## src/rtl/sal_ref_pkg.sv

```systemverilog
// sal_ref_pkg: shared state, mode and debt-width definitions for the SAL refresh manager
package sal_ref_pkg;
  typedef enum logic [1:0] {IDLE, REQ, WAIT_RFC} ref_state_t;
  localparam int REF_MAX_POSTPONE = 8;
  localparam int REF_DEBT_W = $clog2(REF_MAX_POSTPONE + 1);
  localparam logic REF_MODE_AB = 1'b0;
  localparam logic REF_MODE_PB = 1'b1;
  function automatic int debt_w(int max_postpone);
    return $clog2(max_postpone + 1);
  endfunction
endpackage

```

## src/rtl/sal_ref_interval_timer.sv

```systemverilog
// sal_ref_interval_timer: tREFI tick generator with saturating refresh debt, urgent hint and sticky overflow
module sal_ref_interval_timer import sal_ref_pkg::*; #(
  parameter int TREFI_W = 16,
  parameter int MAX_POSTPONE = 8,
  parameter int DEBT_W = debt_w(MAX_POSTPONE)
) (
  input  logic               clk,
  input  logic               rst_n,
  input  logic               en,
  input  logic [TREFI_W-1:0] trefi,
  input  logic               done,
  output logic [DEBT_W-1:0]  debt,
  output logic               urgent,
  output logic               ovf
);
  logic [TREFI_W-1:0] cnt;
  logic [DEBT_W-1:0] debt_nxt;
  logic run, tick, sat;
  always_comb begin
    run = en && trefi != '0;
    tick = run && cnt == trefi - TREFI_W'(1);
    sat = debt == DEBT_W'(MAX_POSTPONE);
    debt_nxt = tick == done ? debt
             : tick ? (sat ? debt : debt + DEBT_W'(1))
             : (debt != '0 ? debt - DEBT_W'(1) : debt);
  end
  always_ff @(posedge clk)
    if (!rst_n) begin
      cnt <= '0;
      debt <= '0;
      urgent <= 1'b0;
      ovf <= 1'b0;
    end else begin
      cnt <= (!run || tick) ? '0 : cnt + TREFI_W'(1);
      debt <= debt_nxt;
      urgent <= debt_nxt >= DEBT_W'(MAX_POSTPONE);
      ovf <= ovf || (tick && !done && sat);
    end
endmodule

```

## src/rtl/sal_ref_ctrl.sv

```systemverilog
// sal_ref_ctrl: refresh manager driving per-bank ref_req/ref_gnt in all-bank or round-robin per-bank mode
module sal_ref_ctrl import sal_ref_pkg::*; #(
  parameter int BK_CNT = 16,
  parameter int TREFI_W = 16,
  parameter int TRFC_W = 8,
  parameter int MAX_POSTPONE = 8
) (
  input  logic                            clk,
  input  logic                            rst_n,
  input  logic                            cfg_ref_en,
  input  logic                            cfg_per_bank,
  input  logic [TREFI_W-1:0]              cfg_trefi,
  input  logic [TRFC_W-1:0]               cfg_trfc,
  input  logic                            sched_idle_i,
  output logic [BK_CNT-1:0]               ref_req_o,
  input  logic [BK_CNT-1:0]               ref_gnt_i,
  output logic                            ref_urgent_o,
  output logic                            ref_busy_o,
  output logic [debt_w(MAX_POSTPONE)-1:0] ref_debt_o,
  output logic                            ref_ovf_o
);
  localparam int PTR_W = BK_CNT > 1 ? $clog2(BK_CNT) : 1;
  ref_state_t state, state_nxt;
  logic [BK_CNT-1:0] pend, pend_nxt;
  logic [PTR_W-1:0] ptr, ptr_nxt;
  logic [TRFC_W-1:0] rfc, rfc_nxt;
  logic mode, mode_nxt, start, done;
  sal_ref_interval_timer #(
    .TREFI_W(TREFI_W),
    .MAX_POSTPONE(MAX_POSTPONE)
  ) u_timer (
    .clk(clk),
    .rst_n(rst_n),
    .en(cfg_ref_en),
    .trefi(cfg_trefi),
    .done(done),
    .debt(ref_debt_o),
    .urgent(ref_urgent_o),
    .ovf(ref_ovf_o)
  );
  always_ff @(posedge clk)
    if (!rst_n) begin
      state <= IDLE;
      pend <= '0;
      ptr <= '0;
      mode <= REF_MODE_AB;
      rfc <= '0;
    end else begin
      state <= state_nxt;
      pend <= pend_nxt;
      ptr <= ptr_nxt;
      mode <= mode_nxt;
      rfc <= rfc_nxt;
    end
  always_comb begin
    start = state == IDLE && cfg_ref_en && ref_debt_o != '0 && (sched_idle_i || ref_urgent_o);
    done = state == REQ && (pend & ~ref_gnt_i) == '0;
    state_nxt = start ? REQ
              : done ? WAIT_RFC
              : (state == WAIT_RFC && rfc <= TRFC_W'(1)) ? IDLE
              : state;
    mode_nxt = start ? cfg_per_bank : mode;
    pend_nxt = start ? (cfg_per_bank == REF_MODE_PB ? BK_CNT'(1) << ptr : '1) : pend & ~ref_gnt_i;
    ptr_nxt = (done && mode == REF_MODE_PB) ? (ptr == PTR_W'(BK_CNT - 1) ? '0 : ptr + PTR_W'(1)) : ptr;
    rfc_nxt = done ? cfg_trfc : state == WAIT_RFC ? rfc - TRFC_W'(1) : rfc;
  end
  always_comb begin
    ref_req_o = pend;
    ref_busy_o = state != IDLE;
  end
endmodule

```

## config.mk

```make
export PLATFORM = sky130hd
export DESIGN_NAME = sal_ref_ctrl
export DESIGN_NICKNAME = d
export VERILOG_FILES = /design/src/rtl/sal_ref_pkg.sv /design/src/rtl/sal_ref_interval_timer.sv /design/src/rtl/sal_ref_ctrl.sv
export SDC_FILE = /design/constraint.sdc
export NUM_CORES = 1
export LEC_CHECK = 0
export ABC_AREA = 1
export BUFFER_PORTS_ARGS = -buffer_cell sky130_fd_sc_hd__buf_4
export CAP_MARGIN = 20
export CORE_UTILIZATION = 56
export DETAILED_ROUTE_END_ITERATION = 8
export PLACE_DENSITY = 0.79
export SLEW_MARGIN = 20
export SYNTH_ARGS = -nofsm -noshare
export SYNTH_HDL_FRONTEND = slang
export SYNTH_SLANG_ARGS = --single-unit
```

## constraint.sdc

```tcl
create_clock -name clk -period 2.4 [get_ports clk]
set_input_delay 0.36 -clock clk [delete_from_list [all_inputs] [get_ports clk]]
set_output_delay 0.36 -clock clk [all_outputs]
set_load 0.02 [all_outputs]
```

==> PnR_summary.wiki <==
{| class="wikitable"
! Metric !! Value
|-
| Status || finished, final reports clean
|-
| Count of mapped cells out of synthesis || between 500 and 600
|-
| Flip-flop cell with the highest count after synthesis || sky130_fd_sc_hd__dfxtp_1
|-
| Proportion of netlist area held by the largest area contributor || 30.3%
|-
| Floorplan die height || 81.0 um
|-
| Final setup TNS || 0 ns
|-
| Data required, critical path || ~2.6 ns
|-
| Area growth, synth to finish || 21.4%
|-
| Number of synthesized register bits || between 50 and 60
|-
| Number of resized instances in the post-cts repair step || 0
|-
| Share of layout cells above drive strength 1 || approximately 17%
|-
| Complex-gate fraction of the synthesized area || between 10% and 20%
|-
| Simple-gate share of the synthesized area || about a third
|-
| Sequential share of the synthesized area || about 30%
|-
| Area of the multi-input gates || a little over 2000 um2
|-
| CTS H-tree lvls || 2
|-
| Yosys top cell by area || sky130_fd_sc_hd__dfxtp_1
|-
| # setup viols final || 0
|-
| Adder-cell share of the synthesized area || roughly 4.7%
|-
| CP Max Fanout || 5
|-
| Xor and xnor area share after synthesis || approximately 5.5%
|-
| Worst Skew || slightly below 0.006 ns
|-
| Global-route wire length before repair || approximately 14000 um
|-
| Net count of the finished layout || just under 700
|-
| Hold Slack || between 0.3 and 0.4 ns
|-
| Slew at the pin closest to its max-slew limit || between 0.6 and 0.7 ns
|-
| Pin count of the biggest net entering global routing || 22
|-
| Post-Synthesis Net Count || 600
|-
| Static Leakage || 2.05 nW
|-
| Number of top-level pins || 68
|-
| Biggest area contributors in the synthesized netlist || sky130_fd_sc_hd__dfxtp_1 (30%), sky130_fd_sc_hd__nand2_1 (14%), sky130_fd_sc_hd__inv_1 (9.2%), sky130_fd_sc_hd__nor2_1 (7.3%), sky130_fd_sc_hd__ha_1 (4.7%)
|-
| End point of the critical path || u_timer.urgent$_SDFF_PN0_
|-
| Number of clock buffers inserted by TritonCTS || 5
|-
| Clock tree from TritonCTS || yes
|-
| Startpoint of the most critical register-to-register path || ref_req_o[14]$_SDFF_PN0_
|-
| Max clock buf depth || 2
|-
| Setup Crit Path Kind || input pin to register
|-
| Router iterations before antenna repair || 5
|-
| Vias || roughly 3600
|-
| Initial antenna violation count || 0
|-
| Final Hold Violating Endpoints || 0
|-
| Number of enable flip-flop cells after synthesis || 0
|-
| Number of setup buffers added after CTS || 0
|-
| Arrival time of data at the critical path endpoint || 2.35 ns
|-
| Minimum clock period || between 2 and 2.5 ns
|-
| DIE AREA || around 6600 um2
|-
| Final instance count without filler cells || 691
|-
| Period utilisation layout || approximately nine tenths
|-
| Overflow left after global routing || 0
|-
| Per-cell via count in the routed design || just over 5
|-
| Drt initial violations || 130
|-
| Combinational family with the most area after synthesis || simple AND/OR/NAND/NOR gates
|-
| Reg-to-reg endpoint || u_timer.urgent$_SDFF_PN0_
|-
| Chip Width || between 80 and 90 um
|-
| Routability cong. || around 0.92
|-
| Clk sink count || 53
|-
| # placed instances || a little under 700
|-
| Routed wire per std cell || between 10 and 15 um
|-
| Effective utilization at floorplan || roughly three fifths
|-
| Worst reg-to-reg path cell count || 11
|-
| Number of global-route vias before repair || 3324
|-
| Maximum ir drop on the vdd rail || between 0.3 and 0.4 mV
|-
| Slew HR || between 50% and 60%
|-
| Syn Area/Cell || between 6 and 7 um2
|-
| Final slew viol count || 0
|-
| Crit end category || register
|-
| RSZ-0062 raised after global routing || no
|-
| Input/output buffers || 67
|-
| Count of nets left with antenna violations after detail routing || 0
|-
| Worst-Skew Late Latency || about 0.30 ns
|-
| Mux share of post-synthesis cell area || 0%
|-
| Post-Syn Area || between 3000 and 4000 um2
|-
| Buffer type at the clock tree root || sky130_fd_sc_hd__clkbuf_8
|-
| FFs w/ async S/R, synth || 0%
|-
| Cell Rows || 28
|-
| Count of yosys warnings during synthesis || 0
|-
| Class of the most critical hold timing path || input pin to register
|-
| Highest Clock Rate || 469 MHz
|-
| Number of distinct standard cells referenced by the synthesized netlist || 35
|-
| Setup slack of the most critical reg-to-reg path || approximately 0.34 ns
|-
| Global-route total usage across every layer || about a quarter
|-
| Max-cap violations || 0
|-
| Clock-pin slew on the worst setup and hold paths || about 0.10 ns
|-
| Launch point of the critical path || cfg_trefi[0]
|-
| Diodes inserted || 0
|-
| Number of DRC violations after detailed routing || 0
|-
| Detailed-route wire length || around 8300 um
|-
| DP HPWL || roughly 6600 um
|-
| Fill cell instance count of the final layout || 510
|-
| Count of hold-fix buffers inserted at cts || 0
|-
| Pwr dens || ~500 nW/um2
|-
| Type of element launching the critical path || input pin
|-
| Core area || around 6000 um2
|-
| Sequential cell area || ~1100 um2
|}
[logic make-up after synthesis]
group                      count (synthesis)
and+or+nand+nor                          277
buffers and inverters                     98
AOI/OAI and AO/OA                         79
DFF                                       53
xor gates and xnor gates                  22
adders and majority gates                 13
[metrics by stage]
step | worst slack [ns] | util, % | area (um2) | total power [mW]
finish | 0.267 | 71.3 | 4250 | 2.11
global route | 0.0200 | 71.3 | 4250 | 2.22
floorplan | 0.205 | - | 3500 | 1.25
global placement | 0.0179 | 69.1 | 4110 | 1.41
CTS | 0.270 | 71.3 | 4250 | 2.12
detailed placement | -0.0401 | 69.1 | 4110 | 1.42
[power by group]
part	switching [mW]	total (mW)	internal [mW]
registers	0.0296	0.945	0.915
logic	0.262	0.458	0.196
clock network	0.297	0.712	0.414
[layout make-up]
class	instances	area share (%)
Inverter	89	7.87
Multi-Input combinational cell	391	48.5
Sequential cell	53	25.0
Tap cell	75	2.21
Clock buffer	5	1.62
Clock inverter	3	1.53
Timing Repair Buffer	75	13.3
[Yosys cell counts (2+ instances only)]
cell type,count
sky130_fd_sc_hd__nand2_1,128
sky130_fd_sc_hd__inv_1,86
sky130_fd_sc_hd__nor2_1,68
sky130_fd_sc_hd__dfxtp_1,53
sky130_fd_sc_hd__nand3_1,31
sky130_fd_sc_hd__a21oi_1,29
sky130_fd_sc_hd__nor3_1,16
sky130_fd_sc_hd__o21ai_0,16
sky130_fd_sc_hd__xor2_1,15
sky130_fd_sc_hd__a31oi_1,14
sky130_fd_sc_hd__ha_1,13
sky130_fd_sc_hd__a211oi_1,10
sky130_fd_sc_hd__clkbuf_1,8
sky130_fd_sc_hd__nor2_2,7
sky130_fd_sc_hd__xnor2_1,7
sky130_fd_sc_hd__nor3b_1,5
sky130_fd_sc_hd__nand4_1,4
sky130_fd_sc_hd__nor4_1,4
sky130_fd_sc_hd__a22oi_1,3
sky130_fd_sc_hd__nand3b_1,3
sky130_fd_sc_hd__o211ai_1,3
sky130_fd_sc_hd__and3_1,2
sky130_fd_sc_hd__clkinv_1,2
sky130_fd_sc_hd__nand2_2,2
sky130_fd_sc_hd__o2111ai_1,2
sky130_fd_sc_hd__or2_2,2
[worst min path at each step]
stage,startpoint,to,slack [ns],depth (start not counted)
2_1_floorplan,u_timer.cnt[0]$_SDFF_PP0_,u_timer.cnt[0]$_SDFF_PP0_,0.44,1
3_5_place_dp,u_timer.ovf$_SDFF_PN0_,u_timer.ovf$_SDFF_PN0_,0.45,2
6_report,cfg_trfc[4],rfc[4]$_SDFFE_PN0P_,0.32,3
3_3_place_gp,u_timer.ovf$_SDFF_PN0_,u_timer.ovf$_SDFF_PN0_,0.44,2
4_1_cts,cfg_trfc[3],rfc[3]$_SDFFE_PN0P_,0.32,3
5_1_grt,cfg_trfc[2],rfc[2]$_SDFFE_PN0P_,0.32,3
[per-layer routing]
layer | global-route usage [%] | part of all wire, %
met1 | 30.0 | 44
met5 | 0 | 0
met3 | 4.49 | 5.2
met4 | 8.57 | 1.6
met2 | 49.5 | 49
[flip-flops by register name, indices dropped and copies added (netlist names)]
| register | count |
|---|---|
| u_timer.debt | 4 |
| state | 2 |
| mode | 1 |
| u_timer.urgent | 1 |
| rfc | 8 |
| ptr | 4 |
| u_timer.ovf | 1 |
| ref_req_o | 16 |
| u_timer.cnt | 16 |
[critical path: stages]
cell                       delay [ns]
sky130_fd_sc_hd__buf_4           0.12
sky130_fd_sc_hd__inv_1           0.07
sky130_fd_sc_hd__ha_1            0.23
sky130_fd_sc_hd__nand2_1         0.10
sky130_fd_sc_hd__nor2_2          0.15
sky130_fd_sc_hd__nand2_1         0.08
sky130_fd_sc_hd__nand2_1         0.06
sky130_fd_sc_hd__nand2_1         0.05
sky130_fd_sc_hd__nor2_1          0.11
sky130_fd_sc_hd__nand2_1         0.06
sky130_fd_sc_hd__nor2_1          0.13
sky130_fd_sc_hd__nand4_1         0.12
sky130_fd_sc_hd__clkinv_1        0.08
sky130_fd_sc_hd__ha_1            0.27
sky130_fd_sc_hd__inv_1           0.14
sky130_fd_sc_hd__nand3_1         0.09
sky130_fd_sc_hd__nand2_1         0.07
sky130_fd_sc_hd__inv_1           0.04
[layout by cell type (no fill, tap or decap), drive strengths merged]
cell type and count:
o2111ai 2, nor4 5, nor3b 5, o21bai 1
nor3 17, buf 75, a31oi 14, bufinv 2
nand3 32, nand3b 3, nor2 77, o211ai 4
inv 87, clkbuf 5, ha 13, and3 2
dfxtp 53, clkinv 3, nand2 130, a21oi 29
nand4 4, o21ai 16, xor2 15, a22oi 3
or2 2, xnor2 7, a211oi 10
Power figures use the tool's default switching activity.
